### src/rtl/remote_btn_conditioner.sv
// Synchroniser, debouncer and press/release pulse generator for the five remote player-2 buttons.
// Optional auto-repeat on held buttons is built when REMOTE_BTN_REPEAT_EN is defined.
module remote_btn_conditioner #(
   parameter int unsigned DEBOUNCE_CYCLES = 100000,
   parameter int unsigned CNT_W           = 17,
   parameter int unsigned REPEAT_DELAY    = 30000000,
   parameter int unsigned REPEAT_PERIOD   = 10000000
) (
   input  logic       clk,
   input  logic       rst_n,
   input  logic       is_master,
   input  logic [4:0] btn_raw,
   output logic [4:0] btn_level,
   output logic [4:0] btn_press,
   output logic [4:0] btn_release
);

   localparam int unsigned NB = 5;
   localparam logic [CNT_W-1:0] CntMax = CNT_W'(DEBOUNCE_CYCLES - 1);

   if (DEBOUNCE_CYCLES < 2 || (DEBOUNCE_CYCLES >> CNT_W) != 0 ||
       REPEAT_PERIOD > REPEAT_DELAY || REPEAT_PERIOD == 0) begin : g_bad_params
      $error("remote_btn_conditioner: inconsistent parameters");
   end

   logic [4:0]       sync1_q, sync2_q;
   logic [4:0]       level_q, level_d;
   logic [4:0]       press_q, press_d;
   logic [4:0]       release_q, release_d;
   logic [CNT_W-1:0] cnt_q [NB];
   logic [CNT_W-1:0] cnt_d [NB];

`ifdef REMOTE_BTN_REPEAT_EN
   localparam int unsigned RCNT_W = $clog2(REPEAT_DELAY);
   localparam logic [RCNT_W-1:0] RcntFire   = RCNT_W'(REPEAT_DELAY - 1);
   // Reloading here makes the next fire land exactly REPEAT_PERIOD cycles later.
   localparam logic [RCNT_W-1:0] RcntReload = RCNT_W'(REPEAT_DELAY - REPEAT_PERIOD);

   logic [RCNT_W-1:0] rcnt_q [NB];
   logic [RCNT_W-1:0] rcnt_d [NB];
`endif

   always_comb begin
      cnt_d     = cnt_q;
      level_d   = level_q;
      press_d   = '0;
      release_d = '0;
`ifdef REMOTE_BTN_REPEAT_EN
      rcnt_d    = rcnt_q;
`endif
      for (int i = 0; i < NB; i++) begin
         if (!is_master) begin
            cnt_d[i]   = '0;
            level_d[i] = 1'b0;
         end else if (sync2_q[i] == level_q[i]) begin
            cnt_d[i] = '0;
         end else if (cnt_q[i] == CntMax) begin
            level_d[i]   = sync2_q[i];
            cnt_d[i]     = '0;
            press_d[i]   = sync2_q[i];
            release_d[i] = ~sync2_q[i];
         end else begin
            cnt_d[i] = cnt_q[i] + CNT_W'(1);
         end
`ifdef REMOTE_BTN_REPEAT_EN
         rcnt_d[i] = '0;
         if (is_master && level_q[i] && level_d[i]) begin
            if (rcnt_q[i] == RcntFire) begin
               press_d[i] = 1'b1;
               rcnt_d[i]  = RcntReload;
            end else begin
               rcnt_d[i] = rcnt_q[i] + RCNT_W'(1);
            end
         end
`endif
      end
   end

   always_ff @(posedge clk or negedge rst_n) begin
      if (!rst_n) begin
         sync1_q   <= '0;
         sync2_q   <= '0;
         level_q   <= '0;
         press_q   <= '0;
         release_q <= '0;
         for (int i = 0; i < NB; i++) begin
            cnt_q[i] <= '0;
`ifdef REMOTE_BTN_REPEAT_EN
            rcnt_q[i] <= '0;
`endif
         end
      end else begin
         sync1_q   <= btn_raw;
         sync2_q   <= sync1_q;
         level_q   <= level_d;
         press_q   <= press_d;
         release_q <= release_d;
         for (int i = 0; i < NB; i++) begin
            cnt_q[i] <= cnt_d[i];
`ifdef REMOTE_BTN_REPEAT_EN
            rcnt_q[i] <= rcnt_d[i];
`endif
         end
      end
   end

   assign btn_level   = level_q;
   assign btn_press   = press_q;
   assign btn_release = release_q;

endmodule
### config.mk
export PLATFORM = sky130hd
export DESIGN_NAME = remote_btn_conditioner
export DESIGN_NICKNAME = d
export VERILOG_FILES = /design/src/rtl/remote_btn_conditioner.sv
export SDC_FILE = /design/constraint.sdc
export NUM_CORES = 1
export LEC_CHECK = 0
export ABC_AREA = 1
export CAP_MARGIN = 10
export CORE_MARGIN = 8
export CORE_UTILIZATION = 45
export DETAILED_ROUTE_END_ITERATION = 8
export HOLD_SLACK_MARGIN = 0.05
export PLACE_DENSITY = 0.67
export SLEW_MARGIN = 25
export SYNTH_ARGS = -nofsm -noshare
export SYNTH_HDL_FRONTEND = slang
export SYNTH_SLANG_ARGS = --single-unit
### constraint.sdc
create_clock -name clk -period 1.4 [get_ports clk]
set_input_delay 0.28 -clock clk [delete_from_list [all_inputs] [get_ports clk]]
set_output_delay 0.28 -clock clk [all_outputs]
set_load 0.01 [all_outputs]
; After elaboration in Yosys (flattened, before gate mapping)
; Cells that the tools add are included.
[totals]
regBits = 110
word_cells = 109
[classes]
addsub = 5
eq_ne = 20
n_mux = 60
bitwise_logic = 5
reduce_logical = 5
[op_table]
columns = cell, n
row1 = 17-bit two-way mux, 15
row2 = "17-bit by 1-bit adder with 17-bit output, second input constant", 5
row3 = "17-bit == test, second input constant", 5
row4 = 1-bit two-way mux, 45
row5 = "2-bit by 1-bit != test with 1-bit output, second input constant", 5
row6 = "2-bit != test, second input constant", 5
row7 = 2-bit AND reduction, 5
row8 = 1-bit == test, 5
row9 = 1-bit inverter, 5

; Depth between registers and ports, before layout
; Gate-level depths: netlist of run 1.
[logic_depth]
word_depth = 4
mapped_depth = 9

; Worst setup path after synthesis of run 1
; OpenSTA, ideal clock, no wires.
[synth_timing]
kind = reg-to-reg
start = register cnt_q[51] (netlist name)
end = register cnt_q[65] (netlist name)
setup_time_ps = 116
arrival_time_ps = 1249
required_ps = 1284
slack_ps = 35
path_stages_with_launch = 10
cell_sequence = dfrtp_1 -> ha_1 -> nand2_1 -> nor2_1 -> inv_1 -> nor2_2 -> nand2_1 -> nand2_4 -> buf_6 -> nor2_1
[synth_lines]
columns = item, line_no
row1 = "start, declared", 30  ; logic [CNT_W-1:0] cnt_q [NB];
row2 = "start signal, assigned by index", 99  ; cnt_q[i] <= cnt_d[i];

; Worst setup path after layout of run 1
[layout_timing]
start = register cnt_q[35] (netlist name)
end = register level_q[2], in the netlist btn_level[2]
[layout_via]
elab_chain_len = 3
[layout_lines]
columns = item, line_no
row1 = 17-bit == test, 57  ; end else if (cnt_q[i] == CntMax) begin
row2 = 2-bit by 1-bit != test with 1-bit output (no source line), n/a
row3 = 2-bit AND reduction (no source line), n/a
row4 = "end signal, assigned", 95  ; level_q <= level_d;
row5 = "end, declared", 27  ; logic [4:0] level_q, level_d;
; No other way between the ends.
; A chain may end at the register's enable or synchronous reset.

==> impl_metrics.yaml, run 1 <==
worst_setup_path:
  critPathRequiredTime_ps: 1640
  regToRegEndpoint: "btn_level[2]"
  crit_arrival_ps: 1660
  crit_path_end: "btn_level[2]"
  r2r-start: "cnt_q[35]"
  cp_max_fo: 3
  crit_chain: "ha_4, nand4_1, nor2_4, buf_6, nand3b_1, nand2_1, nor2_1"
  critical-path-top-delay-family: "simple AND/OR/NAND/NOR gates"
  crit_path_start_kind: "register"
  reg2reg_slack_ps: -20
  crit_path_max_incr_delay_ps: 400
  end_kind: "register"
  crit_start: "cnt_q[35]"
  worst-path-buf-inv: 1
  path_depth: 7
  rr_worst_depth: 7
  path_class: "register to register"
  cpMaxStageDelayCell: "dfrtp_1"
floorplan:
  die_x_um: 128
  pin_count: 23
  start_util: 0.456
  coreArea_um2: 12500
  die_h_um: 128
  rows: 41
  dieArea_um2: 16500
drt:
  vias_per_cell: 4.96
  via_count: 5047
  drc_errors: 0
  drt-pass1-iter-count: 4
  antenna_left: 0
  first_iter_violations: 300
  wl_per_cell_um: 12.8
  wl_um: 13100
power_and_ir_drop:
  ir_drop_v: 0.000766
  clkPwrFrac: 0.418
  p_per_area_nw_per_um2: 824
  comb_power_share: 0.050
  p_int_mw: 4.71
  leakagePower_nw: 3.24
  seq_power_share: 0.532
  p_sw_frac: 0.224
  p_sw_mw: 1.36
  finalPower_mw: 6.06
finish:
  post-route-util: 0.590
  syn_to_final_growth_pct: 29.5
  layout_common_cells: "nand2_1 (170), nor2_1 (144), dfrtp_1 (107), inv_1 (77), buf_4 (55)"
  n_antenna_cell: 0
  nNetsFinal: 854
  drive_above_1_share: 0.225
  final_common_cell: "nand2_1"
  stdcell_count: 1018
timing:
  grt_setup_unrepaired: "true"
  finClkSkew_ps: 8.67
  timing.final.crit_share: 1.01
  maxSlewHeadroom: 0.760
  period_needed_ps: 1420
  tightestPinTransition_ps: 360
  fmax_mhz: 706
  finalMaxSlewViolations: 0
  fin_hold_ws_ps: 354
  hold_viol: 0
  finalSetupViolations: 1
  fin_ws_ps: -16.0
logic_synthesis:
  ys_seq_area_frac: 0.484
  synth_area_leaders: "dfrtp_1 (48%), nor2_1 (13%), nand2_1 (12%)"
  synthesis.nets: 759
  synth.top_cell.area_share: 0.484
  ys_ff_latch: 110
  yosys.area.top_type: "dfrtp_1"
  netlist-cell-type-count: 28
  syn_area_um2: 5680
  yosys_warnings: 0
  syn_avg_cell_area_um2: 7.62
  syn_inst: 746
clock_tree:
  clk_latency_ps: 350
  htreeDepth: 3
  clockBufferDepth: 2
  cts_buffers: 9
  cts_root_buf: "clkbuf_16"
  clk_pin_slew_ps: 70
  cts.sinks: 110
  cts_tree: "built"
run:
  cap_violations: 0
grt:
  grt_antenna_before_repair: 0
  global_route.usage.total: 0.161
  grt-ovfl-total: 0
  grt_max_degree: 50
  grt_first_pass_wirelength_um: 21600
  grt_pass1_vias: 4810
placement:
  dpl.hpwl_um: 8870
  portBuffers: 22
  dpl.cell_count: 986
  gp_congestion: 0.897
min_path:
  hold_path_class: "register to register"
outcome:
  outcome: "finished, violations left"
  failed_checks: "negative setup slack"
==> what timing repair did <==
| action | in CTS | in global routing |
|---|---|---|
| pin swaps | 9 | 32 |
| hold buffers | 1 | 0 |
| buffers inserted | 3 | 7 |
| gates cloned | 4 | 2 |
| setup endpoints to repair | 102 | 95 |
| endpoints found under the hold margin | 18 | 0 |
| gates resized for setup | 34 | 107 |
==> layer usage <==
| layer | up-vias | track usage | wire (um) |
|---|---|---|---|
| li1 | 2521 | - | - |
| met1 | 2416 | 0.196 | 5790 |
| met2 | 85 | 0.271 | 6520 |
| met3 | 25 | 0.0472 | 518 |
| met4 | 0 | 0.0503 | 223 |
| met5 | - | 0 | 0 |
==> logic make-up (layout without fill, tap and decap cells) <==
kind of cell	count (synthesis)	in the layout	share of synthesized area
AND/OR/NAND/NOR	475	480	0.350
flip-flops	110	110	0.484
buffers and inverters	93	188	0.0676
XOR/XNOR	36	36	0.0555
AO/OA/AOI/OAI	27	27	0.0319
adder cells (fa/ha/maj)	5	5	0.0110
==> power by group through the flow <==
stage	clock network (mW)	registers (mW)	logic, mW
floorplan	0	3.28	0.0940
global placement	0	3.28	0.236
detailed placement	0	3.28	0.242
CTS	2.61	3.22	0.259
global route	2.71	3.23	0.342
finish	2.53	3.23	0.305
==> synthesized netlist by cell type <==
cell	count
nor2_1	190
nand2_1	183
dfrtp_1	110
inv_1	84
nand3_1	57
xor2_1	24
nand4_1	18
xnor2_1	12
o21bai_1	11
o21ai_0	9
nor2_2	8
nor3_1	6
ha_1	5
nand2_2	5
a21oi_1	4
buf_6	4
inv_2	3
nand2_4	2
nand3b_1	2
a21oi_4	1
a31o_2	1
and2_1	1
and3_1	1
buf_2	1
buf_4	1
nand3_2	1
nand3_4	1
o21ai_2	1
==> worst reg2reg max path: cells and delay by family, from the launching register on <==
kind	cells	cell delay (ps)
buf+inv	1	120
fa+ha+maj	1	160
flops	1	400
simple gates	5	630
==> stage by stage <==
stage / setup TNS [ps] / setup WS [ps] / area, um2
finish: -16.0 / -16.0 / 7360
global route: -1870 / -75.8 / 7360
CTS: -285 / -41.7 / 6890
detailed placement: -9460 / -226 / 6490
global placement: -7090 / -161 / 6490
floorplan: 0 / 35.3 / 5680
==> how the worst min path moves through the flow <==
stage / startpoint / end / slack, ps / cells after the start
2_1_floorplan: rst_n / btn_level[0] / -20 / 0
3_3_place_gp: rst_n / cnt_q[13] / 190 / 1
3_5_place_dp: rst_n / cnt_q[14] / 200 / 1
4_1_cts: btn_raw[4] / sync1_q[4] / 350 / 1
5_1_grt: btn_raw[4] / sync1_q[4] / 350 / 1
6_report: sync1_q[2] / sync2_q[2] / 350 / 0
==> area by class of cell <==
class / instances / area, um2
sequential: 110 / 2760
fill: 1066 / 5110
clock inverter: 6 / 62.6
multi-input combinational: 548 / 3020
clock buffer: 10 / 229
timing repair buffer: 85 / 746
tap: 172 / 215
inverter: 87 / 330
==> flip-flops by register name (all words and copies together) (netlist names) <==
signal	count
cnt_q	85
btn_level	5
btn_press	5
btn_release	5
sync1_q	5
sync2_q	5
Note: power is estimated with default switching activity, not from simulation.
==> run 2: changes to the inputs <==
--- a/config.mk
+++ b/config.mk
@@ -11,7 +11,7 @@
 export CORE_UTILIZATION = 45
 export DETAILED_ROUTE_END_ITERATION = 8
 export HOLD_SLACK_MARGIN = 0.05
-export PLACE_DENSITY = 0.67
+export PLACE_DENSITY = 0.65
 export SLEW_MARGIN = 25
 export SYNTH_ARGS = -nofsm -noshare
 export SYNTH_HDL_FRONTEND = slang
==> constraint.sdc (replaced) <==
create_clock -name clk -period 1.75 [get_ports clk]
set_input_delay 0.35 -clock clk [delete_from_list [all_inputs] [get_ports clk]]
set_output_delay 0.35 -clock clk [all_outputs]
set_load 0.01 [all_outputs]
==> impl_metrics.yaml, run 2 (same netlist as run 1, synthesis figures left out) <==
finish:
  final_common_cell: "nor2_1"
  drive_above_1_share: 0.0574
  layout_common_cells: "nor2_1 (190), nand2_1 (183), dfrtp_1 (109), inv_1 (84), nand3_1 (57)"
  n_antenna_cell: 0
  syn_to_final_growth_pct: 13.4
  largest_reg_flops: 85
  ff_latch_area_um2: 2750
  fillers: 1213
  regMostFlops: "cnt_q"
  post-route-util: 0.517
  nNetsFinal: 792
  multi_input_area_um2: 2550
grt:
  grt-ovfl-total: 0
  grt_antenna_before_repair: 0
  grt_use_met3: 0.0434
  grtUsageMet2: 0.254
  grt_first_pass_wirelength_um: 20100
  busiest_layer: "met2"
  grt_max_degree: 43
  global_route.usage.total: 0.150
  globalRouteMet1Util: 0.176
  grt_pass1_vias: 4473
drt:
  wl_um: 11200
  drt-pass1-iter-count: 4
  wl_per_cell_um: 11.7
  via_count: 4587
  first_iter_violations: 257
  vias_per_cell: 4.80
  antenna_left: 0
  drc_errors: 0
placement:
  dpl.hpwl_um: 8310
  portBuffers: 22
  gp_congestion: 0.891
  dpl_worst_slack_ps: 16.2
worst_setup_path:
  crit_arrival_ps: 1340
  cp_max_fo: 5
  regToRegEndpoint: "cnt_q[12]"
  rr_worst_depth: 6
  reg2reg_slack_ps: 160
  end_kind: "output pin"
  r2r-start: "cnt_q[0]"
  critPathRequiredTime_ps: 1400
  crit_chain: "clkdlybuf4s50_1"
  worst-path-buf-inv: 1
  crit_path_start_kind: "register"
  path_class: "register to output pin"
  critical-path-top-delay-family: "buffers and inverters"
  cpMaxStageDelayCell: "clkdlybuf4s50_1"
  crit_path_max_incr_delay_ps: 560
run:
  cap_violations: 0
clock_tree:
  cts_root_buf: "clkbuf_16"
  cts.sinks: 110
  clk_latency_ps: 350
  clockBufferDepth: 2
  post-cts-setup-buffers: 0
  htreeDepth: 3
  cts_tree: "built"
  cts_buffers: 9
  clk_pin_slew_ps: 70
floorplan:
  coreArea_um2: 12500
  die_x_um: 128
  rows: 41
  die_h_um: 128
  pin_count: 23
  start_util: 0.456
  dieArea_um2: 16500
timing:
  finalSetupViolations: 0
  fin_hold_ws_ps: 351
  hold_viol: 0
  finClkSkew_ps: 8.29
  tightestPinTransition_ps: 370
  fin_ws_ps: 64.9
  period_needed_ps: 1690
  timing.final.crit_share: 0.963
  tns_ps: 0
  grt_setup_unrepaired: "false"
  maxSlewHeadroom: 0.753
  fmax_mhz: 593
  finalMaxSlewViolations: 0
outcome:
  outcome: "completed"
min_path:
  hold_end: "sync2_q[3]"
  hold_depth: 0
  hp-start: "sync1_q[3]"
  hold_path_class: "register to register"
power_and_ir_drop:
  ir_drop_v: 0.000471
  p_per_area_nw_per_um2: 738
  finalPower_mw: 4.76
  leakagePower_nw: 2.80
## run 2: worst max path at each step
stage                               to  cells past startpoint    startpoint  slack [ps]
after floorplan              cnt_q[65]                      9     cnt_q[51]         390
after global placement       cnt_q[27]                      6     is_master          60
after detailed placement     cnt_q[32]                      6     is_master          20
after CTS                 btn_level[2]                      1  btn_level[2]          20
after global routing      btn_level[0]                      1  btn_level[0]          10
final                     btn_level[4]                      1  btn_level[4]          60
## run 2: stage by stage
stage / area, um2 / std cells
after CTS: 6440 / 956
final: 6450 / 956
after detailed placement: 6130 / 939
after global placement: 6130 / 939
after floorplan: 5680 / 746
after global routing: 6450 / 956
## run 2: final cells by class
type / count / area share
Clock buffer: 10 / 0.0355
Sequential cell: 110 / 0.427
Inverter: 87 / 0.0507
Tap cell: 172 / 0.0334
Timing Repair Buffer: 28 / 0.0477
Multi-Input combinational cell: 543 / 0.396
Clock inverter: 6 / 0.00970
## run 2: routing by layer
metal / vias to the layer above / part of all wire
met5: - / 0
met4: 0 / 0.012
met3: 8 / 0.039
met2: 65 / 0.50
met1: 2138 / 0.45
li1: 2376 / -
## run 2: timing repair
action,CTS,global route
gates cloned,0,0
resized for setup,1,3
endpoints found under the setup margin,1,15
hold endpoints to repair,22,0
hold buffers,1,0
## run 2: worst register-to-register path, delay by kind of cell, from the launching register on
kind                     cells  cell delay, ps
adder cells (fa/ha/maj)      1             240
flip-flops                   1             400
AND/OR/NAND/NOR              5             870
## run 2: power by group
group	leakage [nW]	internal (mW)	switching, mW	total (mW)
sequential	1.51	2.56	0.0183	2.58
combinational	1.15	0.0527	0.113	0.166
clock	0.146	1.11	0.901	2.01
total	2.80	3.72	1.03	4.76
